File: src/rtl/cacheline_adaptor_pkg.sv
// Shared types and constant helpers for the parametrised LLC <-> DRAM cacheline adaptor.
package cacheline_adaptor_pkg;

  typedef enum logic [1:0] {
    IDLE  = 2'd0,
    READ  = 2'd1,
    WRITE = 2'd2,
    DONE  = 2'd3
  } state_e;

  // Number of DRAM beats needed to move one cacheline.
  function automatic int unsigned beats(input int unsigned line_w, input int unsigned burst_w);
    return line_w / burst_w;
  endfunction

  // Byte-offset bits inside a line; these are cleared to form the DRAM address.
  function automatic int unsigned line_offset_bits(input int unsigned line_w);
    return $clog2(line_w / 8);
  endfunction

endpackage

File: src/rtl/cacheline_adaptor_param.sv
// Cacheline adaptor: one LLC line request <-> a fixed-length burst of DRAM beats.
// Optional watchdog enabled by defining ADAPTOR_TIMEOUT_EN.
module cacheline_adaptor_param
  import cacheline_adaptor_pkg::*;
#(
  parameter int unsigned LINE_W         = 256,
  parameter int unsigned BURST_W        = 64,
  parameter int unsigned ADDR_W         = 32,
  parameter int unsigned TIMEOUT_CYCLES = 1024
) (
  input  logic              clk,
  input  logic              reset,
  input  logic [LINE_W-1:0] line_i,
  output logic [LINE_W-1:0] line_o,
  input  logic [ADDR_W-1:0] address_i,
  input  logic              read_i,
  input  logic              write_i,
  output logic              resp_o,
  output logic              err_o,
  input  logic [BURST_W-1:0] burst_i,
  output logic [BURST_W-1:0] burst_o,
  output logic [ADDR_W-1:0] address_o,
  output logic              read_o,
  output logic              write_o,
  input  logic              resp_i
);

  localparam int unsigned BEATS = beats(LINE_W, BURST_W);
  localparam int unsigned CNT_W = (BEATS > 1) ? $clog2(BEATS) : 1;
  localparam int unsigned OFF_W = line_offset_bits(LINE_W);

  // Reject illegal geometries at elaboration time.
  if ((LINE_W % BURST_W) != 0 || BEATS < 2 || (BEATS & (BEATS - 1)) != 0 ||
      TIMEOUT_CYCLES == 0 || OFF_W >= ADDR_W) begin : g_bad_params
    $error("cacheline_adaptor_param: illegal parameter combination");
  end

  state_e              state, state_d;
  logic [CNT_W-1:0]    cnt, cnt_d;
  logic [LINE_W-1:0]   wbuf, wbuf_d;
  logic [LINE_W-1:0]   line_d;
  logic [ADDR_W-1:0]   address_d;
  logic [ADDR_W-1:0]   aligned_addr_c;
  logic                read_d, write_d, resp_d;
  logic                last_beat_c;
  logic                timeout_c;

  assign aligned_addr_c = {address_i[ADDR_W-1:OFF_W], {OFF_W{1'b0}}};
  assign last_beat_c    = (cnt == CNT_W'(BEATS - 1));

  // Write beat mux: combinational from the registered buffer and beat counter.
  assign burst_o = wbuf[int'(cnt) * BURST_W +: BURST_W];

`ifdef ADAPTOR_TIMEOUT_EN
  localparam int unsigned TO_W = $clog2(TIMEOUT_CYCLES + 1);

  logic [TO_W-1:0] stall_cnt, stall_cnt_d;

  // Consecutive stalled cycles in a burst; fires on the TIMEOUT_CYCLES-th one.
  always_comb begin
    stall_cnt_d = '0;
    timeout_c   = 1'b0;
    if ((state == READ || state == WRITE) && !resp_i) begin
      if (stall_cnt == TO_W'(TIMEOUT_CYCLES - 1)) begin
        timeout_c = 1'b1;
      end else begin
        stall_cnt_d = stall_cnt + 1'b1;
      end
    end
  end

  always_ff @(posedge clk) begin
    if (reset) begin
      stall_cnt <= '0;
      err_o     <= 1'b0;
    end else begin
      stall_cnt <= stall_cnt_d;
      err_o     <= timeout_c;
    end
  end
`else
  assign timeout_c = 1'b0;
  assign err_o     = 1'b0;
`endif

  // Next-state and next-output logic.
  always_comb begin
    state_d   = state;
    cnt_d     = cnt;
    read_d    = read_o;
    write_d   = write_o;
    address_d = address_o;
    line_d    = line_o;
    wbuf_d    = wbuf;
    case (state)
      IDLE: begin
        cnt_d = '0;
        if (read_i) begin
          address_d = aligned_addr_c;
          read_d    = 1'b1;
          state_d   = READ;
        end else if (write_i) begin
          address_d = aligned_addr_c;
          wbuf_d    = line_i;
          write_d   = 1'b1;
          state_d   = WRITE;
        end
      end
      READ: begin
        if (resp_i) begin
          line_d[int'(cnt) * BURST_W +: BURST_W] = burst_i;
          cnt_d = cnt + 1'b1;
          if (last_beat_c) begin
            cnt_d   = '0;
            read_d  = 1'b0;
            state_d = DONE;
          end
        end else if (timeout_c) begin
          cnt_d   = '0;
          read_d  = 1'b0;
          state_d = DONE;
        end
      end
      WRITE: begin
        if (resp_i) begin
          cnt_d = cnt + 1'b1;
          if (last_beat_c) begin
            cnt_d   = '0;
            write_d = 1'b0;
            state_d = DONE;
          end
        end else if (timeout_c) begin
          cnt_d   = '0;
          write_d = 1'b0;
          state_d = DONE;
        end
      end
      DONE: begin
        state_d = IDLE;
      end
      default: begin
        state_d = IDLE;
        cnt_d   = '0;
        read_d  = 1'b0;
        write_d = 1'b0;
      end
    endcase
    // resp_o is high for exactly the single cycle spent in DONE.
    resp_d = (state_d == DONE);
  end

  always_ff @(posedge clk) begin
    if (reset) begin
      state     <= IDLE;
      cnt       <= '0;
      read_o    <= 1'b0;
      write_o   <= 1'b0;
      resp_o    <= 1'b0;
      address_o <= '0;
      line_o    <= '0;
      wbuf      <= '0;
    end else begin
      state     <= state_d;
      cnt       <= cnt_d;
      read_o    <= read_d;
      write_o   <= write_d;
      resp_o    <= resp_d;
      address_o <= address_d;
      line_o    <= line_d;
      wbuf      <= wbuf_d;
    end
  end

endmodule

File: config.mk
export PLATFORM = sky130hd
export DESIGN_NAME = cacheline_adaptor_param
export DESIGN_NICKNAME = d
export VERILOG_FILES = /design/src/rtl/cacheline_adaptor_pkg.sv /design/src/rtl/cacheline_adaptor_param.sv
export SDC_FILE = /design/constraint.sdc
export NUM_CORES = 1
export LEC_CHECK = 0
export BUFFER_PORTS_ARGS = -buffer_cell sky130_fd_sc_hd__buf_2
export CAP_MARGIN = 20
export CORE_AREA = 2 2 280 282
export CTS_BUF_LIST = sky130_fd_sc_hd__clkbuf_8
export DETAILED_ROUTE_END_ITERATION = 7
export DIE_AREA = 0 0 282 284
export GPL_TIMING_DRIVEN = 0
export SYNTH_ARGS = -nofsm -noshare
export SYNTH_HDL_FRONTEND = slang
export SYNTH_SLANG_ARGS = --single-unit
File: constraint.sdc
create_clock -name clk -period 3.51 [get_ports clk]
set_input_delay 0.702 -clock clk [delete_from_list [all_inputs] [get_ports clk]]
set_output_delay 0.702 -clock clk [all_outputs]
set_load 0.005 [all_outputs]
==> results.md, run 1 <==
* Setup Skew at 64.0 ps
* TritonCTS clock tree: yes
* Critical Path RT at 2810 ps
* Final Total Pwr at around 14 mW
* Mapped Cells at ~2,400
* Pre-Repair DR Iteration Count at 6
* YS warnings at 0
* Remaining global-route overflow at 0
* Synth Area per Inst at 8.80 um2
* Die area at 80,100 um2
* Critical path class: flop to primary output
* H-tree depth at 3
* WL final at between 90,000 and 100,000 um
* Core ar. at approximately 77,000 um2
* Sw Pwr at approximately 3.8 mW
* Die X at roughly 280 um
* Area after DPL at ~26,000 um2
* Root buffer cell: clkbuf_8
* Tcrit/Tclk final at 91.9%
* Max Fclk at approximately 0.31 GHz
* Clock buffer count from CTS at 97
* Crit path from: cnt[0]$_SDFFE_PP0P_
* Die height at 284 um
* Slew Limit Fails at 0
* Routability congestion estimate at around 0.94
* Post-synthesis sequential area ratio at between 50 and 60%
* Final instance area at 27,900 um2
* FF-to-FF Start: cnt[1]$_SDFFE_PP0P_
* Hold/Removal Path Class: input pin to flop
* Relative slew slack at 32.7%
* DRC errors left at 0
* P_int at 10.2 mW
* Most used cell, CP: buf_2
* Share of cells above drive strength 1 at 32.1%
* GRT Total Usage at 22.0%
* Reg clk slew, reported paths at approximately 70 ps
* VDD IR max at approximately 280 uV
* Min-delay src: line_i[0]
* DR vias at 21,147
* Starting density of the core at 27.3%
* Most used DFF post-synth: dfxtp_1
* Worst Path Arrival at 2520 ps
* Setup ws final at 285 ps
* Routed WL per cell at ~21 um
* DP Worst Slack at -55.6 ps
* Critical-path top delay cell: mux4_2
* Critical-path maximum fanout at 11
* Sw frac at 27.1%
* Distinct cell type count after synthesis at 37
* Area grow syn2layout at 32.6%
* MaxCap Viol Count at 0
* Leak pwr at 11.7 nW
* Final Critical Period at around 3200 ps
* Crit path capture type: primary output
* FILL cells at 8,208
* Initial antenna violation count at 33
* FF+latch count, synth at 546
* Flop pwr share at between 40% and 50%
* Largest net degree at the start of global routing at 17
* IO Count at just over 700
* Status: finished clean
* Antenna-violating nets left at 0
* CP cell instances: buf_6 > buf_2 > mux4_2 > buf_2
* Avg Vias per Cell at 4.90
* Worst-Margin Slew at just over 1000 ps
* P per Cell Area at 501 nW/um2
* CTS sink count at 546
* WP buf/inv at 3
* Clock power frac at a little over two fifths
* Clock Path Buffers at 3
* DRT iter0 DRCs at around 1,500
* EDFF count, synth at 0
* First-pass GRT wire length at 131,000 um
* DPL Wire Length at between 70,000 and 80,000 um
* Syn Std Cell Area at 21,000 um2
* Final hold viol count at 0
* Number of global-route vias before repair at 20,103
* Worst path max stage delay at 620 ps
* PortBufs at 699
* Unrepaired setup endpoints after global routing: no
* Cell family with most CP delay: buffers and inverters
* Clk_lat worst skew at 720 ps
* Final nets at 3,559
* CP startpoint kind: flop
* # setup viols final at 0
* Asr flop ratio synth at 0%
* Comb power frac at 10.3%
* Row count at between 100 and 150
[worst reg2reg max path, stage by stage (launching register included)]
cell and delay [ps]:
dfxtp_2 380, buf_4 230, clkdlybuf4s18_2 410, inv_1 180, ha_1 290, nand3_1 650
clkbuf_1 420, a32oi_1 230, nor2_1 60
[final cells by class]
type                       count  area [um2]  share of cell area [%]
antenna                       21        52.6                   0.189
buffer                       227        1270                    4.56
clock buffer                 116        1600                    5.73
clock inverter                49         370                    1.33
inverter                       5        18.8                  0.0673
multi-input combinational   1615        8820                    31.6
sequential                   546       10900                    39.2
tap                         1040        1300                    4.67
timing repair buffer         700        3510                    12.6
[per-stage QoR]
step / util [%] / hold slack (ps) / instances / TNS [ps]
floorplan: - / 433 / 2394 / 0
global placement: 33.6 / 436 / 4133 / -232
detailed placement: 33.6 / 440 / 4134 / -1060
CTS: 36.2 / 151 / 4299 / 0
global route: 36.2 / 183 / 4315 / 0
finish: 36.2 / 228 / 4319 / 0
[per-layer routing]
metal	vias up	wire [um]	track usage, %
li1	9870	-	-
met1	10071	36600	26.7
met2	956	43100	35.2
met3	230	8790	6.89
met4	20	3880	11.0
met5	-	122	0
[cell usage after synthesis (2+ instances only)]
| cell | count | area [um2] |
|---|---|---|
| mux2i_1 | 2 | 20.0 |
| nand2b_1 | 2 | 12.5 |
| buf_6 | 30 | 338 |
| nor2_1 | 132 | 495 |
| buf_2 | 88 | 440 |
| a211oi_1 | 2 | 15.0 |
| nand2_1 | 695 | 2610 |
| buf_4 | 21 | 158 |
| and3_1 | 3 | 18.8 |
| dfxtp_1 | 546 | 10900 |
| a32oi_1 | 131 | 1150 |
| or2_2 | 2 | 12.5 |
| nand3_1 | 131 | 656 |
| and3b_1 | 2 | 17.5 |
| ha_1 | 10 | 125 |
| nor2b_1 | 3 | 18.8 |
| o21ai_0 | 2 | 10.0 |
| mux4_2 | 64 | 1440 |
| inv_1 | 5 | 18.8 |
| a21oi_1 | 414 | 2070 |
| clkbuf_1 | 88 | 330 |
[power groups by stage]
| stage | logic [mW] | registers [mW] | clock network, mW |
|---|---|---|---|
| 2_1_floorplan | 0.717 | 6.61 | 0 |
| 3_3_place_gp | 1.43 | 6.64 | 0 |
| 3_5_place_dp | 1.43 | 6.64 | 0 |
| 4_1_cts | 1.44 | 6.51 | 6.14 |
| 5_1_grt | 1.56 | 6.53 | 6.41 |
| 6_report | 1.43 | 6.51 | 6.01 |
[layout by cell type, fill, tap and decap left out, types with 3 or more instances in the layout]
master / synthesis / routed
buf_2: 88 / 786
and3_1: 3 / 3
nand3_1: 131 / 131
dfxtp_1: 546 / 545
a32oi_1: 131 / 131
clkbuf_8: 0 / 116
nand2_1: 695 / 695
clkinv_8: 0 / 3
bufinv_16: 0 / 3
conb_1: 1 / 6
inv_1: 5 / 34
nor2_1: 132 / 132
a21oi_1: 414 / 414
mux4_2: 64 / 64
nor2b_1: 3 / 3
diode_2: 0 / 21
clkinv_2: 0 / 9
ha_1: 10 / 10
buf_6: 30 / 30
clkbuf_1: 88 / 88
buf_4: 21 / 21
[flip-flops by register name (all words and copies together), names as in the netlist]
| signal | count |
|---|---|
| address_o | 27 |
| cnt | 2 |
| state | 2 |
| read_o | 1 |
| wbuf | 256 |
| write_o | 1 |
| resp_o | 1 |
| line_o | 256 |
[path summary, 6_finish.rpt]
check	to	slack (ps)	cells past startpoint
max	burst_o[38]	280	4
max reg2reg	line_o[15]$_SDFFE_PP0P_	490	8
min reg2reg	line_o[81]$_SDFFE_PP0P_	450	2
min	wbuf[0]$_SDFFE_PP0P_	230	3
[cells by family after synthesis]
| kind of cell | count (synthesis) | share of synthesized area, % |
|---|---|---|
| AOI/OAI and AO/OA | 555 | 15.7 |
| muxes | 66 | 6.95 |
| DFF | 546 | 52.0 |
| other | 1 | 0.0178 |
| and+or+nand+nor | 978 | 18.6 |
| buffers and inverters | 233 | 6.13 |
| adders and majority gates | 10 | 0.595 |
[timing repair]
action | CTS | global route
endpoints found under the setup margin | 125 | 1
hold buffers | 0 | 0
resized for setup | 5 | 0
buffers inserted | 0 | 0
(Power assumes the default switching activity.)
==> run 2: changes to the inputs <==
BUFFER_PORTS_ARGS = -buffer_cell sky130_fd_sc_hd__buf_4   (was -buffer_cell sky130_fd_sc_hd__buf_2)
==> run 2 against run 1 <==
Hold slack better by 13 ps; via count down 0.26%; routed wire length up 2.3%; maximum frequency down 3.7%; worst setup slack worse by 120 ps; largest cell class unchanged; flip-flop and latch count unchanged; sequential power about the same; largest power group unchanged.
==> results.md, run 2 (synthesis gave the netlist of run 1 again) <==
* Row count at 102
* Most frequent cells in the layout: buf_4, nand2_1, dfxtp_1
* DRT iter0 DRCs at 1,329
* Initial antenna violation count at 21
* Clock Path Buffers at 3
* Setup TNS at 0 ps
* Critical-path maximum fanout at 10
* Relative slew slack at 32.7%
* Hold Path Stages at 3
* Avg Vias per Cell at 4.89
* Routed WL per cell at about 22 um
* MaxCap Viol Count at 0
* Unrepaired setup endpoints after global routing: no
* # setup viols final at 0
* TritonCTS clock tree: yes
* Reg clk slew, reported paths at approximately 60 ps
* Root buffer cell: clkbuf_8
* Antenna-violating nets left at 0
* Critical path class: flop to primary output
* Final hold viol count at 0
* CP startpoint kind: flop
* Final Total Pwr at 14.3 mW
* PortBufs at 699
* Status: finished clean
* Internal reg-to-reg setup slack at 370 ps
* DRC errors left at 0
* Area grow syn2layout at 41.2%
* R2R depth at 8
* Tcrit/Tclk final at between 90% and 100%
* FF-to-FF Start: cnt[1]$_SDFFE_PP0P_
* Share of cells above drive strength 1 at ~32%
* DR vias at about 21,000
* Sink of the worst hold path: wbuf[67]$_SDFFE_PP0P_
* First-pass GRT wire length at 133,000 um
* R2R Path End: line_o[62]$_SDFFE_PP0P_
* DPL Wire Length at 72,000 um
* Crit path capture type: primary output
* P per Cell Area at 483 nW/um2
* Max Fclk at 0.299 GHz
* Core ar. at around 77,000 um2
* IO Count at 713
* Leak pwr at 12.0 nW
* VDD IR max at 256 uV
* CTS sink count at 546
* Clk_lat worst skew at approximately 700 ps
* Final hold slack at 242 ps
* Hold/Removal Path Class: input pin to flop
* GRT Total Usage at 22.5%
* Die X at between 200 and 300 um
* Routability congestion estimate at 0.924
* Remaining global-route overflow at 0
* Critical Path RT at between 2000 and 3000 ps
* WL final at 94,600 um
* Die height at 284 um
* Final Critical Period at 3350 ps
* Number of global-route vias before repair at ~20,000
* Setup ws final at 161 ps
* CTS Hold Bufs at 0
* Die area at 80,100 um2
* Starting density of the core at 27.3%
* Clock buffer count from CTS at 96
* Worst Path Arrival at 2650 ps
* H-tree depth at 3
* DP Worst Slack at -39.5 ps
* Worst-Margin Slew at just over 1000 ps
* Slew Limit Fails at 0
* Setup Skew at about 50 ps
* Min-delay src: line_i[67]
* Final nets at 3,559
* Regs by FF count: line_o (256), wbuf (256), address_o (27)
* Number of setup buffers added after CTS at 0
* Largest net degree at the start of global routing at 16
* Pre-Repair DR Iteration Count at 7
* Post-CTS sizing at 1
* Leading cell type in the layout, fill and taps excluded: buf_4
==> run 2: changes by cell type in the layout (fill, tap and decap cells not counted), moves of 3 or more <==
cell,delta
clkinv_2,-5
diode_2,-3
buf_2,-697
clkbuf_8,+9
buf_4,+699
inv_1,-3
==> run 2: how the worst max path moves through the flow <==
| stage | from | end | slack, ps | cells after the start |
|---|---|---|---|---|
| 5_1_grt | cnt[1]$_SDFFE_PP0P_ | burst_o[60] | 20 | 4 |
| 2_1_floorplan | cnt[1]$_SDFFE_PP0P_ | line_o[10]$_SDFFE_PP0P_ | 1230 | 9 |
| 6_report | cnt[1]$_SDFFE_PP0P_ | burst_o[38] | 160 | 4 |
| 3_3_place_gp | cnt[1]$_SDFFE_PP0P_ | line_o[22]$_SDFFE_PP0P_ | -30 | 8 |
| 4_1_cts | cnt[1]$_SDFFE_PP0P_ | burst_o[60] | 30 | 4 |
| 3_5_place_dp | cnt[1]$_SDFFE_PP0P_ | line_o[36]$_SDFFE_PP0P_ | -40 | 8 |
==> run 2: per-layer routing <==
layer  track usage [%]  vias up  share of wire, %
met5                 0        -             0.049
met4              11.8        8               5.2
met3              6.92      252               9.0
met2              36.0      917                47
met1              27.0    10037                39
li1                  -     9879                 -
==> run 2: layout make-up <==
type                    count  area, um2
diodes                     18       45.0
plain buffers             228       1270
well taps                1040       1300
fillers                  8043      47300
clock inverters            40        309
inverters                   5       18.8
repair buffers            700       5260
flip-flops and latches    546      10900
clock buffers             125       1720
multi-input cells        1615       8820
==> run 2: through the flow <==
| step | std cells | cell area [um2] | utilization (%) |
|---|---|---|---|
| after CTS | 4299 | 29600 | 38.5 |
| after global placement | 4133 | 27600 | 35.8 |
| final | 4317 | 29700 | 38.6 |
| after detailed placement | 4134 | 27600 | 35.9 |
| after global routing | 4313 | 29700 | 38.6 |
| after floorplan | 2394 | 21000 | - |
==> run 2: where the power goes <==
part / total [mW] / leakage, nW / switching [mW] / internal, mW
Sequential: 6.52 / 4.43 / 0.114 / 6.40
Clock: 6.22 / 1.14 / 2.80 / 3.42
Combinational: 1.60 / 6.40 / 0.899 / 0.701
==> run 2: critical path, stage by stage (launching register included) <==
cell	delay [ps]
dfxtp_1	570
buf_2	410
buf_2	360
mux4_2	420
buf_4	170
